### src/rtl/ne555_pulse_meter_if.sv
// rtl/ne555_pulse_meter_if.sv - control, waveform input and readout bundle for ne555_pulse_meter
interface ne555_pulse_meter_if;
  logic       en;
  logic       clear;
  logic       sig_in;
  logic [2:0] rd_sel;
  logic [7:0] rd_data;
  logic       valid;
  logic       ovf;

  modport master (
    output en, clear, sig_in, rd_sel,
    input  rd_data, valid, ovf
  );

  modport slave (
    input  en, clear, sig_in, rd_sel,
    output rd_data, valid, ovf
  );
endinterface

### src/rtl/ne555_pulse_meter.sv
// rtl/ne555_pulse_meter.sv - high/low/period meter for the NE555EX OUT waveform; optional PM_GLITCH_FILTER_EN
module ne555_pulse_meter #(
  parameter int CNT_W       = 16,
  parameter int SYNC_STAGES = 2
) (
  input  logic                 clk,
  input  logic                 rst_n,
  ne555_pulse_meter_if.slave   bus
);

  typedef enum logic [1:0] {
    WAIT_EDGE = 2'd0,
    MEAS_HIGH = 2'd1,
    MEAS_LOW  = 2'd2,
    ST_BAD    = 2'd3
  } state_t;

  localparam logic [CNT_W-1:0] CNT_MAX = {CNT_W{1'b1}};
  localparam logic [CNT_W-1:0] CNT_ONE = {{(CNT_W-1){1'b0}}, 1'b1};

  // Input path
  logic [SYNC_STAGES-1:0] sync_q, sync_d;
  logic                   s;
  logic                   lvl;
  logic                   lvl_status;
  logic                   s_d_q, s_d_d;
  logic                   rise, fall;

  // Measurement state
  state_t           state_q, state_d;
  logic [CNT_W-1:0] run_cnt_q, run_cnt_d;
  logic [CNT_W-1:0] high_len_q, high_len_d;
  logic [CNT_W-1:0] low_len_q, low_len_d;
  logic [CNT_W-1:0] period_q, period_d;
  logic [7:0]       pulse_cnt_q, pulse_cnt_d;
  logic             got_high_q, got_high_d;
  logic             valid_q, valid_d;
  logic             ovf_q, ovf_d;

  // Counter helpers
  logic             run_sat;
  logic [CNT_W-1:0] run_inc;
  logic [CNT_W:0]   per_sum;
  logic             per_sat;
  logic [CNT_W-1:0] per_val;

  // Readout helpers
  logic [15:0] high_len_16, low_len_16, period_16;
  logic [7:0]  status;

  // Synchroniser shift: sig_in enters at bit 0, s is the oldest stage
  always_comb begin
    sync_d = {sync_q[SYNC_STAGES-2:0], bus.sig_in};
    s      = sync_q[SYNC_STAGES-1];
  end

`ifdef PM_GLITCH_FILTER_EN
  logic       f_q, f_d;
  logic [1:0] stab_q, stab_d;

  // Filtered level follows s only once s has held a new value for three cycles
  always_comb begin
    f_d    = f_q;
    stab_d = 2'd0;
    if (s != f_q) begin
      if (stab_q == 2'd2) begin
        f_d = s;
      end else begin
        stab_d = stab_q + 2'd1;
      end
    end
    lvl        = f_d;
    lvl_status = f_q;
  end

  // Filter state registers
  always_ff @(posedge clk or negedge rst_n) begin
    if (!rst_n) begin
      f_q    <= 1'b0;
      stab_q <= 2'd0;
    end else begin
      f_q    <= f_d;
      stab_q <= stab_d;
    end
  end
`else
  // No filter: the edge logic sees the synchronised level directly
  always_comb begin
    lvl        = s;
    lvl_status = s;
  end
`endif

  // Edge detection against the delayed level
  always_comb begin
    s_d_d = lvl;
    rise  = lvl & ~s_d_q;
    fall  = ~lvl & s_d_q;
  end

  // Saturating run counter increment and saturating period sum
  always_comb begin
    run_sat = (run_cnt_q == CNT_MAX);
    run_inc = run_sat ? run_cnt_q : run_cnt_q + CNT_ONE;
    per_sum = {1'b0, high_len_q} + {1'b0, run_cnt_q};
    per_sat = per_sum[CNT_W];
    per_val = per_sat ? CNT_MAX : per_sum[CNT_W-1:0];
  end

  // Next-state logic: clear beats en low, en low beats edge handling
  always_comb begin
    state_d     = state_q;
    run_cnt_d   = run_cnt_q;
    high_len_d  = high_len_q;
    low_len_d   = low_len_q;
    period_d    = period_q;
    pulse_cnt_d = pulse_cnt_q;
    got_high_d  = got_high_q;
    valid_d     = valid_q;
    ovf_d       = ovf_q;

    if (bus.clear) begin
      state_d     = WAIT_EDGE;
      run_cnt_d   = '0;
      high_len_d  = '0;
      low_len_d   = '0;
      period_d    = '0;
      pulse_cnt_d = '0;
      got_high_d  = 1'b0;
      valid_d     = 1'b0;
      ovf_d       = 1'b0;
    end else if (!bus.en) begin
      state_d    = WAIT_EDGE;
      run_cnt_d  = '0;
      got_high_d = 1'b0;
    end else begin
      case (state_q)
        WAIT_EDGE: begin
          // The level in progress when we arrive here is partial; skip it
          run_cnt_d = '0;
          if (rise) begin
            state_d   = MEAS_HIGH;
            run_cnt_d = CNT_ONE;
          end else if (fall) begin
            state_d   = MEAS_LOW;
            run_cnt_d = CNT_ONE;
          end
        end
        MEAS_HIGH: begin
          if (fall) begin
            high_len_d = run_cnt_q;
            got_high_d = 1'b1;
            run_cnt_d  = CNT_ONE;
            state_d    = MEAS_LOW;
          end else begin
            run_cnt_d = run_inc;
            if (run_sat) ovf_d = 1'b1;
          end
        end
        MEAS_LOW: begin
          if (rise) begin
            low_len_d = run_cnt_q;
            run_cnt_d = CNT_ONE;
            state_d   = MEAS_HIGH;
            // A period is only complete if the preceding high was measured
            if (got_high_q) begin
              period_d    = per_val;
              pulse_cnt_d = pulse_cnt_q + 8'd1;
              valid_d     = 1'b1;
              if (per_sat) ovf_d = 1'b1;
            end
          end else begin
            run_cnt_d = run_inc;
            if (run_sat) ovf_d = 1'b1;
          end
        end
        default: begin
          state_d   = WAIT_EDGE;
          run_cnt_d = '0;
        end
      endcase
    end
  end

  // All state registers, asynchronously reset
  always_ff @(posedge clk or negedge rst_n) begin
    if (!rst_n) begin
      sync_q      <= '0;
      s_d_q       <= 1'b0;
      state_q     <= WAIT_EDGE;
      run_cnt_q   <= '0;
      high_len_q  <= '0;
      low_len_q   <= '0;
      period_q    <= '0;
      pulse_cnt_q <= '0;
      got_high_q  <= 1'b0;
      valid_q     <= 1'b0;
      ovf_q       <= 1'b0;
    end else begin
      sync_q      <= sync_d;
      s_d_q       <= s_d_d;
      state_q     <= state_d;
      run_cnt_q   <= run_cnt_d;
      high_len_q  <= high_len_d;
      low_len_q   <= low_len_d;
      period_q    <= period_d;
      pulse_cnt_q <= pulse_cnt_d;
      got_high_q  <= got_high_d;
      valid_q     <= valid_d;
      ovf_q       <= ovf_d;
    end
  end

  // Byte-select readout, zero-extended results; run_cnt is never visible
  always_comb begin
    high_len_16 = '0;
    low_len_16  = '0;
    period_16   = '0;
    high_len_16[CNT_W-1:0] = high_len_q;
    low_len_16[CNT_W-1:0]  = low_len_q;
    period_16[CNT_W-1:0]   = period_q;
    status = {valid_q, ovf_q, state_q, lvl_status, got_high_q, 2'b00};
    case (bus.rd_sel)
      3'd0:    bus.rd_data = high_len_16[7:0];
      3'd1:    bus.rd_data = high_len_16[15:8];
      3'd2:    bus.rd_data = low_len_16[7:0];
      3'd3:    bus.rd_data = low_len_16[15:8];
      3'd4:    bus.rd_data = period_16[7:0];
      3'd5:    bus.rd_data = period_16[15:8];
      3'd6:    bus.rd_data = pulse_cnt_q;
      default: bus.rd_data = status;
    endcase
    bus.valid = valid_q;
    bus.ovf   = ovf_q;
  end

endmodule

### src/flat_wrapper.sv
// flat-port wrapper written by rule: the top's interface ports become plain ports
module ne555_pulse_meter_flat 
#(
  parameter int CNT_W       = 16,
  parameter int SYNC_STAGES = 2
)
  (clk, rst_n, bus_en, bus_clear, bus_sig_in, bus_rd_sel, bus_rd_data, bus_valid, bus_ovf);
  ne555_pulse_meter_if bus_i ();
  input  logic clk;
  input  logic rst_n;
  input wire logic [$bits(bus_i.en)-1:0] bus_en;
  input wire logic [$bits(bus_i.clear)-1:0] bus_clear;
  input wire logic [$bits(bus_i.sig_in)-1:0] bus_sig_in;
  input wire logic [$bits(bus_i.rd_sel)-1:0] bus_rd_sel;
  output wire logic [$bits(bus_i.rd_data)-1:0] bus_rd_data;
  output wire logic [$bits(bus_i.valid)-1:0] bus_valid;
  output wire logic [$bits(bus_i.ovf)-1:0] bus_ovf;
  assign bus_i.en = bus_en;
  assign bus_i.clear = bus_clear;
  assign bus_i.sig_in = bus_sig_in;
  assign bus_i.rd_sel = bus_rd_sel;
  assign bus_rd_data = bus_i.rd_data;
  assign bus_valid = bus_i.valid;
  assign bus_ovf = bus_i.ovf;
  ne555_pulse_meter #(.CNT_W(CNT_W), .SYNC_STAGES(SYNC_STAGES)) u_core (.clk(clk), .rst_n(rst_n), .bus(bus_i));
endmodule
### config.mk
export PLATFORM = sky130hd
export DESIGN_NAME = ne555_pulse_meter_flat
export DESIGN_NICKNAME = d
export VERILOG_FILES = /design/src/rtl/ne555_pulse_meter_if.sv /design/src/rtl/ne555_pulse_meter.sv /design/src/flat_wrapper.sv
export SDC_FILE = /design/constraint.sdc
export NUM_CORES = 1
export LEC_CHECK = 0
export CORE_MARGIN = 2
export CORE_UTILIZATION = 66
export CTS_CLUSTER_DIAMETER = 100
export DETAILED_ROUTE_END_ITERATION = 16
export PLACE_DENSITY = 0.85
export SLEW_MARGIN = 20
export SYNTH_ARGS = -nofsm -noshare
export SYNTH_HDL_FRONTEND = slang
export SYNTH_SLANG_ARGS = --single-unit
### constraint.sdc
create_clock -name clk -period 7.5 [get_ports clk]
set_clock_uncertainty 0.15 [all_clocks]
set_input_delay 1.5 -clock clk [delete_from_list [all_inputs] [get_ports clk]]
set_output_delay 1.5 -clock clk [all_outputs]
set_load 0.005 [all_outputs]
==> report_table.html, run 1 <==
<table>
<tr><th>Metric</th><th>Value</th></tr>
<tr><th colspan="2">Worst setup path</th></tr>
<tr><td>Data arrival at the endpoint of the critical path</td><td>just over 4 ns</td></tr>
<tr><td>WS Path Type</td><td>in -&gt; out</td></tr>
<tr><td>Startpoint Class</td><td>input pin</td></tr>
<tr><td>Start point of the critical path</td><td>bus_rd_sel[2]</td></tr>
<tr><td>Required time of the worst setup path</td><td>between 5 and 6 ns</td></tr>
<tr><td>Reg2reg end</td><td>u_core.period_16[13]$_DFFE_PN0P_</td></tr>
<tr><td>CP endpoint kind</td><td>output port</td></tr>
<tr><td>Endpoint of the worst setup timing path</td><td>bus_rd_data[2]</td></tr>
<tr><td>Highest fanout seen on the critical path</td><td>20</td></tr>
<tr><td>FF-to-FF path depth</td><td>7</td></tr>
<tr><td>Start of the worst register-to-register path</td><td>u_core.run_cnt_q[0]$_DFF_PN0_</td></tr>
<tr><td>Slack of the worst reg-to-reg path</td><td>roughly 4.4 ns</td></tr>
<tr><th colspan="2">Synth</th></tr>
<tr><td>Library cells used by synthesis</td><td>between 50 and 60</td></tr>
<tr><td>Post-synthesis average cell area</td><td>around 9.3 um2</td></tr>
<tr><td>Proportion of netlist area held by the largest area contributor</td><td>0.423</td></tr>
<tr><td>Flip-flop and latch count after synthesis</td><td>80</td></tr>
<tr><td>Post-synth EDFFs</td><td>0</td></tr>
<tr><td>Most instantiated library cell after synthesis</td><td>sky130_fd_sc_hd__dfrtp_1</td></tr>
<tr><td>Post-Synthesis Cells</td><td>slightly above 500</td></tr>
<tr><td>Post-synthesis instance area</td><td>4740 um2</td></tr>
<tr><td>Post-synthesis sequential area ratio</td><td>0.423</td></tr>
<tr><td>Number of warning messages in the yosys log</td><td>0</td></tr>
<tr><td>Synth cell count leaders</td><td>80 x sky130_fd_sc_hd__dfrtp_1, 66 x sky130_fd_sc_hd__nand2_1, 58 x sky130_fd_sc_hd__nor2_1</td></tr>
<tr><td>Area contributors post-synth</td><td>sky130_fd_sc_hd__dfrtp_1 42%, sky130_fd_sc_hd__ha_1 5.3%, sky130_fd_sc_hd__nand2_1 5.2%, sky130_fd_sc_hd__a21oi_1 4.9%, sky130_fd_sc_hd__nor2_1 4.6%</td></tr>
<tr><td>Leading register cell type out of synthesis</td><td>sky130_fd_sc_hd__dfrtp_1</td></tr>
<tr><td>Post-Synthesis Net Count</td><td>between 500 and 600</td></tr>
<tr><td>Cell type with the highest aggregate area in the netlist</td><td>sky130_fd_sc_hd__dfrtp_1</td></tr>
<tr><td>Post-synthesis async set-or-reset flop share</td><td>1.00</td></tr>
<tr><th colspan="2">Routing</th></tr>
<tr><td>TritonRoute pass-1 iters</td><td>5</td></tr>
<tr><td>Post-detailed-route count of antenna-violating nets</td><td>0</td></tr>
<tr><td>Routed length per placed instance</td><td>~20 um</td></tr>
<tr><td>Avg Vias per Cell</td><td>approximately 6.7</td></tr>
<tr><td>Initial DRC count</td><td>433</td></tr>
<tr><td>Drt total wl</td><td>around 12,000 um</td></tr>
<tr><td>Routed vias</td><td>4,081</td></tr>
<tr><td>Post-route DRC violation count</td><td>0</td></tr>
<tr><th colspan="2">GRT</th></tr>
<tr><td>Total global routing overflow</td><td>0</td></tr>
<tr><td>Global-route wire length before repair</td><td>19,700 um</td></tr>
<tr><td>Number of global-route vias before repair</td><td>between 3,000 and 4,000</td></tr>
<tr><td>Global routing usage summed across all routing layers</td><td>0.338</td></tr>
<tr><td>Pin count of the biggest net entering global routing</td><td>~80</td></tr>
<tr><td>Antenna violations before repair</td><td>0</td></tr>
<tr><th colspan="2">Power and ir drop</th></tr>
<tr><td>Power after layout</td><td>0.000807 W</td></tr>
<tr><td>Clock power share</td><td>0.408</td></tr>
<tr><td>Fraction of power spent switching nets</td><td>0.245</td></tr>
<tr><td>Pwr dens</td><td>between 150 and 200 nW/um2</td></tr>
<tr><td>Static leakage power</td><td>about 2.2 nW</td></tr>
<tr><td>Net switching power</td><td>0.000198 W</td></tr>
<tr><td>Peak ir drop on the vdd network</td><td>between 100 and 150 uV</td></tr>
<tr><td>Combinational Power Share</td><td>0.053</td></tr>
<tr><td>Cell Int Power</td><td>around 0.00061 W</td></tr>
<tr><td>Part of the total power dissipated in sequential elements</td><td>0.539</td></tr>
<tr><th colspan="2">Timing</th></tr>
<tr><td>Number of hold-slack violations in the final timing report</td><td>0</td></tr>
<tr><td>Setup total negative slack</td><td>0 ns</td></tr>
<tr><td>Normalized max-slew margin</td><td>0.318</td></tr>
<tr><td>Clock period minus worst slack</td><td>roughly 5.7 ns</td></tr>
<tr><td>Count of final setup violators</td><td>0</td></tr>
<tr><td>Unrepaired setup endpoints after global routing</td><td>no</td></tr>
<tr><td>Fin. max-slew vios</td><td>0</td></tr>
<tr><td>Final worst path period share</td><td>0.763</td></tr>
<tr><td>Slew at the pin closest to its max-slew limit</td><td>approximately 1 ns</td></tr>
<tr><td>Maximum achievable frequency</td><td>around 170 MHz</td></tr>
<tr><td>Final worst-path setup slack</td><td>about 1.8 ns</td></tr>
<tr><th colspan="2">Clocking</th></tr>
<tr><td>Worst-Skew Late Latency</td><td>between 0.3 and 0.4 ns</td></tr>
<tr><td>Cts repair resizes</td><td>0</td></tr>
<tr><td>CTS tree</td><td>yes</td></tr>
<tr><td>Clock sink total</td><td>80</td></tr>
<tr><td>H-tree lvl count</td><td>3</td></tr>
<tr><td>CTS root buffer</td><td>sky130_fd_sc_hd__clkbuf_8</td></tr>
<tr><td>Cts-stage hold buffer count</td><td>0</td></tr>
<tr><td>Clock-pin slew on the worst setup and hold paths</td><td>around 0.08 ns</td></tr>
<tr><td>CTS Buf Count</td><td>9</td></tr>
<tr><td>Number of buffers inserted to repair setup after CTS</td><td>0</td></tr>
<tr><td>Maximum clock insertion buffer count</td><td>2</td></tr>
<tr><th colspan="2">Worst hold path</th></tr>
<tr><td>Worst Hold Class</td><td>reg -&gt; reg</td></tr>
<tr><td>Startpoint of the most critical hold path</td><td>u_core.sync_q[0]$_DFF_PN0_</td></tr>
<tr><th colspan="2">Cells and area</th></tr>
<tr><td>Post-layout instance count excluding filler cells</td><td>611</td></tr>
<tr><td>Core Util, Final</td><td>0.746</td></tr>
<tr><td>Synthesis-to-finish area growth</td><td>8.11%</td></tr>
<tr><td>Number of nets at the end of the flow</td><td>approximately 540</td></tr>
<tr><td>Share of layout cells above drive strength 1</td><td>0.0913</td></tr>
<tr><td>Antenna diode count</td><td>0</td></tr>
<tr><th colspan="2">Run</th></tr>
<tr><td>Count of max-cap constraint violations</td><td>0</td></tr>
<tr><th colspan="2">Placement</th></tr>
<tr><td>Number of cells after detailed placement</td><td>~600</td></tr>
<tr><td>Total half-perimeter wirelength after legalization and detailed placement</td><td>around 8900 um</td></tr>
<tr><td>DP Worst Slack</td><td>~1.6 ns</td></tr>
<tr><td># port buffers</td><td>17</td></tr>
<tr><td>Placer's final routability congestion estimate</td><td>around 0.94</td></tr>
<tr><th colspan="2">Floorplanning</th></tr>
<tr><td>Effective utilization at floorplan</td><td>0.690</td></tr>
<tr><td>Area inside the core boundary</td><td>~7000 um2</td></tr>
<tr><td>Die Span X</td><td>a little under 90 um</td></tr>
<tr><td>Die boundary height</td><td>between 80 and 90 um</td></tr>
<tr><td>Top-level I/O count</td><td>18</td></tr>
<tr><td>Die area</td><td>7870 um2</td></tr>
<tr><td>Standard-cell row count</td><td>30</td></tr>
<tr><th colspan="2">Status</th></tr>
<tr><td>Result of the run</td><td>finished clean</td></tr>
</table>
-- critical path, stage by stage --
cell                              delay, ns
sky130_fd_sc_hd__clkdlybuf4s50_1       0.96
sky130_fd_sc_hd__inv_1                 0.23
sky130_fd_sc_hd__nor2_1                0.28
sky130_fd_sc_hd__a22o_1                0.20
sky130_fd_sc_hd__a221oi_1              0.10
sky130_fd_sc_hd__a41oi_1               0.25
sky130_fd_sc_hd__clkdlybuf4s50_1       0.55
-- flip-flops by register name, summed over array words and instances, names as in the netlist --
register            cells
u_core.high_len_16     16
u_core.low_len_16      16
u_core.period_16       16
u_core.run_cnt_q       16
u_core.pulse_cnt_q      8
u_core.state_q          2
u_core.sync_q           2
u_core.bus.ovf          1
u_core.bus.valid        1
u_core.got_high_q       1
u_core.s_d_q            1
-- kinds of logic (layout without fill, tap and decap cells) --
group	count (synthesis)	in the layout	share of synthesized area
AOI/OAI and AO/OA	143	143	0.213
and+or+nand+nor	178	178	0.171
muxes	16	16	0.0478
buffers and inverters	41	49	0.0367
xor gates and xnor gates	28	28	0.0518
adders and majority gates	21	21	0.0571
DFF	80	80	0.423
-- cells in the final DEF, fill, tap and decap left out, drive strengths merged, types with 7 or more instances in the layout --
master / instances
a22o: 20
nand3: 11
mux2i: 8
clkdlybuf4s50: 14
and3: 7
nand2: 66
dfrtp: 80
a21oi: 47
xor2: 14
a211oi: 15
nor2b: 7
xnor2: 14
inv: 16
ha: 20
clkbuf: 10
nor2: 58
o21ai: 20
-- routing by layer --
layer | up-vias | global-route usage | part of all wire
met5 | - | 0 | 0
met4 | 0 | 0.163 | 0.045
met3 | 47 | 0.0672 | 0.075
met2 | 215 | 0.509 | 0.47
met1 | 1989 | 0.469 | 0.41
li1 | 1830 | - | -
-- area by class of cell --
cell class / instances / area (um2)
Tap cell: 96 / 120
Timing Repair Buffer: 19 / 176
Inverter: 14 / 52.6
Sequential cell: 80 / 2000
Clock buffer: 10 / 138
Fill cell: 519 / 1750
Clock inverter: 6 / 65.1
Multi-Input combinational cell: 386 / 2570
-- stage by stage --
| step | area (um2) | hold WS, ns |
|---|---|---|
| after CTS | 5120 | 0.209 |
| after global placement | 4910 | 0.184 |
| after floorplan | 4740 | 0.181 |
| after detailed placement | 4920 | 0.188 |
| after global routing | 5120 | 0.217 |
| final | 5120 | 0.212 |
-- worst min path at each step --
stage	end	slack (ns)	depth (start not counted)
final	u_core.sync_q[1]$_DFF_PN0_	0.21	0
after global routing	u_core.sync_q[1]$_DFF_PN0_	0.22	0
after CTS	u_core.sync_q[1]$_DFF_PN0_	0.21	0
after detailed placement	u_core.sync_q[1]$_DFF_PN0_	0.19	0
after global placement	u_core.sync_q[1]$_DFF_PN0_	0.18	0
after floorplan	u_core.sync_q[1]$_DFF_PN0_	0.18	0
-- power groups by stage --
stage | Sequential (W) | Clock, W | Combinational (W)
2_1_floorplan | 0.000442 | 0 | 0.0000235
3_3_place_gp | 0.000443 | 0 | 0.0000410
3_5_place_dp | 0.000443 | 0 | 0.0000427
4_1_cts | 0.000435 | 0.000331 | 0.0000429
5_1_grt | 0.000435 | 0.000350 | 0.0000477
6_report | 0.000435 | 0.000329 | 0.0000427
Note: power is estimated with default switching activity, not from simulation.
==> run 2: changes to the inputs <==
Settings changed: CORE_UTILIZATION 66 to 55, PLACE_DENSITY 0.85 to 0.76.
Clock period 7.5 ns to 4.98 ns, I/O delays scaled along.
==> run 2 against run 1 <==
Compared with the run above:
- clock-buffer cell count decreased by 1
- register-to-register slack got worse by 2.5 ns
- final cell count increased by 2.1%
- non-clock buffer count increased by 4
- highest routed layer unchanged
- critical endpoint is now bus_rd_data[6]
==> report_table.html, run 2 (same netlist as run 1, synthesis figures left out) <==
<table>
<tr><th>Metric</th><th>Value</th></tr>
<tr><th colspan="2">Worst hold path</th></tr>
<tr><td>Worst Hold Class</td><td>reg -&gt; reg</td></tr>
<tr><th colspan="2">Power and ir drop</th></tr>
<tr><td>Pwr dens</td><td>236 nW/um2</td></tr>
<tr><td>Clock power share</td><td>0.409</td></tr>
<tr><td>Part of the total power dissipated in sequential elements</td><td>0.538</td></tr>
<tr><td>Fraction of power spent switching nets</td><td>0.251</td></tr>
<tr><td>Static leakage power</td><td>2.25 nW</td></tr>
<tr><td>Power after layout</td><td>about 0.0012 W</td></tr>
<tr><td>Peak ir drop on the vdd network</td><td>roughly 130 uV</td></tr>
<tr><td>Cell Int Power</td><td>between 0.0009 and 0.001 W</td></tr>
<tr><td>Net switching power</td><td>around 0.00031 W</td></tr>
<tr><td>Combinational Power Share</td><td>0.053</td></tr>
<tr><th colspan="2">Worst setup path</th></tr>
<tr><td>Number of buffer and inverter stages on the critical path</td><td>3</td></tr>
<tr><td>CP Cell Sequence</td><td>clkdlybuf4s50_1 -&gt; buf_4 -&gt; o311ai_0 -&gt; o21ai_0 -&gt; a21oi_1 -&gt; clkdlybuf4s50_1</td></tr>
<tr><td>Maximum single-stage delay on the critical path</td><td>~0.66 ns</td></tr>
<tr><td>Cell occurring most often along the worst timing path</td><td>sky130_fd_sc_hd__clkdlybuf4s50_1</td></tr>
<tr><td>Highest fanout seen on the critical path</td><td>14</td></tr>
<tr><td>Data arrival at the endpoint of the critical path</td><td>3.25 ns</td></tr>
<tr><td>CP endpoint kind</td><td>output port</td></tr>
<tr><td>WS Path Type</td><td>in -&gt; out</td></tr>
<tr><td>Critical-path top delay cell</td><td>sky130_fd_sc_hd__clkdlybuf4s50_1</td></tr>
<tr><td>Startpoint Class</td><td>input pin</td></tr>
<tr><td>Slack of the worst reg-to-reg path</td><td>roughly 1.8 ns</td></tr>
<tr><td>Required time of the worst setup path</td><td>between 3 and 4 ns</td></tr>
<tr><td>Top Family by Delay on Critical Path</td><td>buffers and inverters</td></tr>
<tr><th colspan="2">Clocking</th></tr>
<tr><td>CTS root buffer</td><td>sky130_fd_sc_hd__clkbuf_8</td></tr>
<tr><td>Maximum clock insertion buffer count</td><td>2</td></tr>
<tr><td>Clock-pin slew on the worst setup and hold paths</td><td>0.09 ns</td></tr>
<tr><td>Worst-Skew Late Latency</td><td>between 0.3 and 0.4 ns</td></tr>
<tr><td>Number of buffers inserted to repair setup after CTS</td><td>0</td></tr>
<tr><td>CTS Buf Count</td><td>9</td></tr>
<tr><td>Cts repair resizes</td><td>0</td></tr>
<tr><td>Clock sink total</td><td>80</td></tr>
<tr><td>H-tree lvl count</td><td>3</td></tr>
<tr><td>CTS tree</td><td>yes</td></tr>
<tr><td>Cts-stage hold buffer count</td><td>0</td></tr>
<tr><th colspan="2">GRT</th></tr>
<tr><td>Pin count of the biggest net entering global routing</td><td>81</td></tr>
<tr><td>Number of global-route vias before repair</td><td>around 3,800</td></tr>
<tr><td>Global routing usage summed across all routing layers</td><td>0.267</td></tr>
<tr><td>Global-route wire length before repair</td><td>20,000 um</td></tr>
<tr><td>Total global routing overflow</td><td>0</td></tr>
<tr><td>Antenna violations before repair</td><td>0</td></tr>
<tr><th colspan="2">Floorplanning</th></tr>
<tr><td>Area inside the core boundary</td><td>8300 um2</td></tr>
<tr><td>Die area</td><td>around 9400 um2</td></tr>
<tr><td>Effective utilization at floorplan</td><td>0.571</td></tr>
<tr><td>Standard-cell row count</td><td>33</td></tr>
<tr><td>Die boundary height</td><td>between 90 and 100 um</td></tr>
<tr><td>Top-level I/O count</td><td>18</td></tr>
<tr><td>Die Span X</td><td>~97 um</td></tr>
<tr><th colspan="2">Cells and area</th></tr>
<tr><td>Number of nets at the end of the flow</td><td>543</td></tr>
<tr><td>Antenna diode count</td><td>0</td></tr>
<tr><td>Number of filler instances in the final layout</td><td>689</td></tr>
<tr><td>Most frequent standard cell in the layout excluding fill and tap cells</td><td>sky130_fd_sc_hd__dfrtp_1</td></tr>
<tr><td>Share of layout cells above drive strength 1</td><td>0.0944</td></tr>
<tr><td>Most frequent cells in the layout</td><td>80 x sky130_fd_sc_hd__dfrtp_1, 66 x sky130_fd_sc_hd__nand2_1, 58 x sky130_fd_sc_hd__nor2_1</td></tr>
<tr><td>Synthesis-to-finish area growth</td><td>9.14%</td></tr>
<tr><td>Core Util, Final</td><td>0.623</td></tr>
<tr><td>Post-layout instance count excluding filler cells</td><td>approximately 620</td></tr>
<tr><th colspan="2">Timing</th></tr>
<tr><td>Count of final setup violators</td><td>0</td></tr>
<tr><td>Setup total negative slack</td><td>0 ns</td></tr>
<tr><td>Slew at the pin closest to its max-slew limit</td><td>~1.1 ns</td></tr>
<tr><td>Final worst path period share</td><td>0.883</td></tr>
<tr><td>Number of hold-slack violations in the final timing report</td><td>0</td></tr>
<tr><td>Maximum achievable frequency</td><td>about 230 MHz</td></tr>
<tr><td>Clock period minus worst slack</td><td>4.40 ns</td></tr>
<tr><td>Fin. max-slew vios</td><td>0</td></tr>
<tr><td>Unrepaired setup endpoints after global routing</td><td>no</td></tr>
<tr><td>Post-route worst hold slack</td><td>roughly 0.21 ns</td></tr>
<tr><td>Normalized max-slew margin</td><td>0.288</td></tr>
<tr><th colspan="2">Routing</th></tr>
<tr><td>Routed vias</td><td>around 4,000</td></tr>
<tr><td>Avg Vias per Cell</td><td>between 6 and 7</td></tr>
<tr><td>Routed length per placed instance</td><td>between 15 and 20 um</td></tr>
<tr><td>Post-route DRC violation count</td><td>0</td></tr>
<tr><td>Post-detailed-route count of antenna-violating nets</td><td>0</td></tr>
<tr><td>Initial DRC count</td><td>360</td></tr>
<tr><td>Drt total wl</td><td>roughly 12,000 um</td></tr>
<tr><td>TritonRoute pass-1 iters</td><td>5</td></tr>
<tr><th colspan="2">Placement</th></tr>
<tr><td>Placer's final routability congestion estimate</td><td>roughly 0.92</td></tr>
<tr><td>Number of cells after detailed placement</td><td>a little over 600</td></tr>
<tr><td>Total half-perimeter wirelength after legalization and detailed placement</td><td>8690 um</td></tr>
<tr><td># port buffers</td><td>17</td></tr>
<tr><th colspan="2">Run</th></tr>
<tr><td>Count of max-cap constraint violations</td><td>0</td></tr>
<tr><th colspan="2">Status</th></tr>
<tr><td>Result of the run</td><td>finished clean</td></tr>
</table>
## run 2: cell types whose count changed in the layout (fill, tap and decap cells not counted), sizes merged
cell | previous run | this run
clkbuf | 10 | 9
inv | 16 | 18
buf | 5 | 8
clkdlybuf4s50 | 14 | 15
clkinv | 2 | 1
## run 2: through the flow
step,worst slack [ns],cell area (um2)
detailed placement,0.646,4950
CTS,0.617,5160
finish,0.581,5170
global route,0.396,5170
global placement,0.639,4950
floorplan,1.60,4740
## run 2: final cells by class
| class | instances | area [um2] | share of cell area |
|---|---|---|---|
| multi-input cells | 386 | 2560 | 0.496 |
| flip-flops and latches | 80 | 2000 | 0.387 |
| repair buffers | 23 | 211 | 0.0409 |
| well taps | 105 | 131 | 0.0254 |
| clock buffers | 9 | 124 | 0.0240 |
| clock inverters | 7 | 83.8 | 0.0162 |
| inverters | 14 | 52.6 | 0.0102 |
## run 2: per-layer routing
metal / GRT usage / routed length [um] / up-vias / share of wire
met5: 0 / 0 / - / 0
met4: 0.111 / 404 / 0 / 0.034
met3: 0.0448 / 874 / 35 / 0.074
met2: 0.412 / 5400 / 180 / 0.46
met1: 0.377 / 5160 / 1881 / 0.44
li1: - / - / 1834 / -
## run 2: final timing paths
| kind | startpoint | end | depth (start not counted) |
|---|---|---|---|
| worst max-delay path | bus_rd_sel[2] | bus_rd_data[6] | 6 |
| worst min-delay path | u_core.sync_q[0]$_DFF_PN0_ | u_core.sync_q[1]$_DFF_PN0_ | 0 |
| worst max register to register | u_core.run_cnt_q[0]$_DFF_PN0_ | u_core.period_16[0]$_DFFE_PN0P_ | 7 |
| worst min register to register | u_core.sync_q[0]$_DFF_PN0_ | u_core.sync_q[1]$_DFF_PN0_ | 0 |
| max in group asynchronous | rst_n | u_core.low_len_16[15]$_DFFE_PN0P_ | 1 |
| min in group asynchronous | rst_n | u_core.period_16[11]$_DFFE_PN0P_ | 1 |
## run 2: power by group through the flow
stage / logic (W) / clock network, W / registers, W
2_1_floorplan: 0.0000354 / 0 / 0.000666
3_3_place_gp: 0.0000628 / 0 / 0.000668
3_5_place_dp: 0.0000641 / 0 / 0.000668
4_1_cts: 0.0000644 / 0.000506 / 0.000655
5_1_grt: 0.0000731 / 0.000541 / 0.000656
6_report: 0.0000641 / 0.000499 / 0.000655
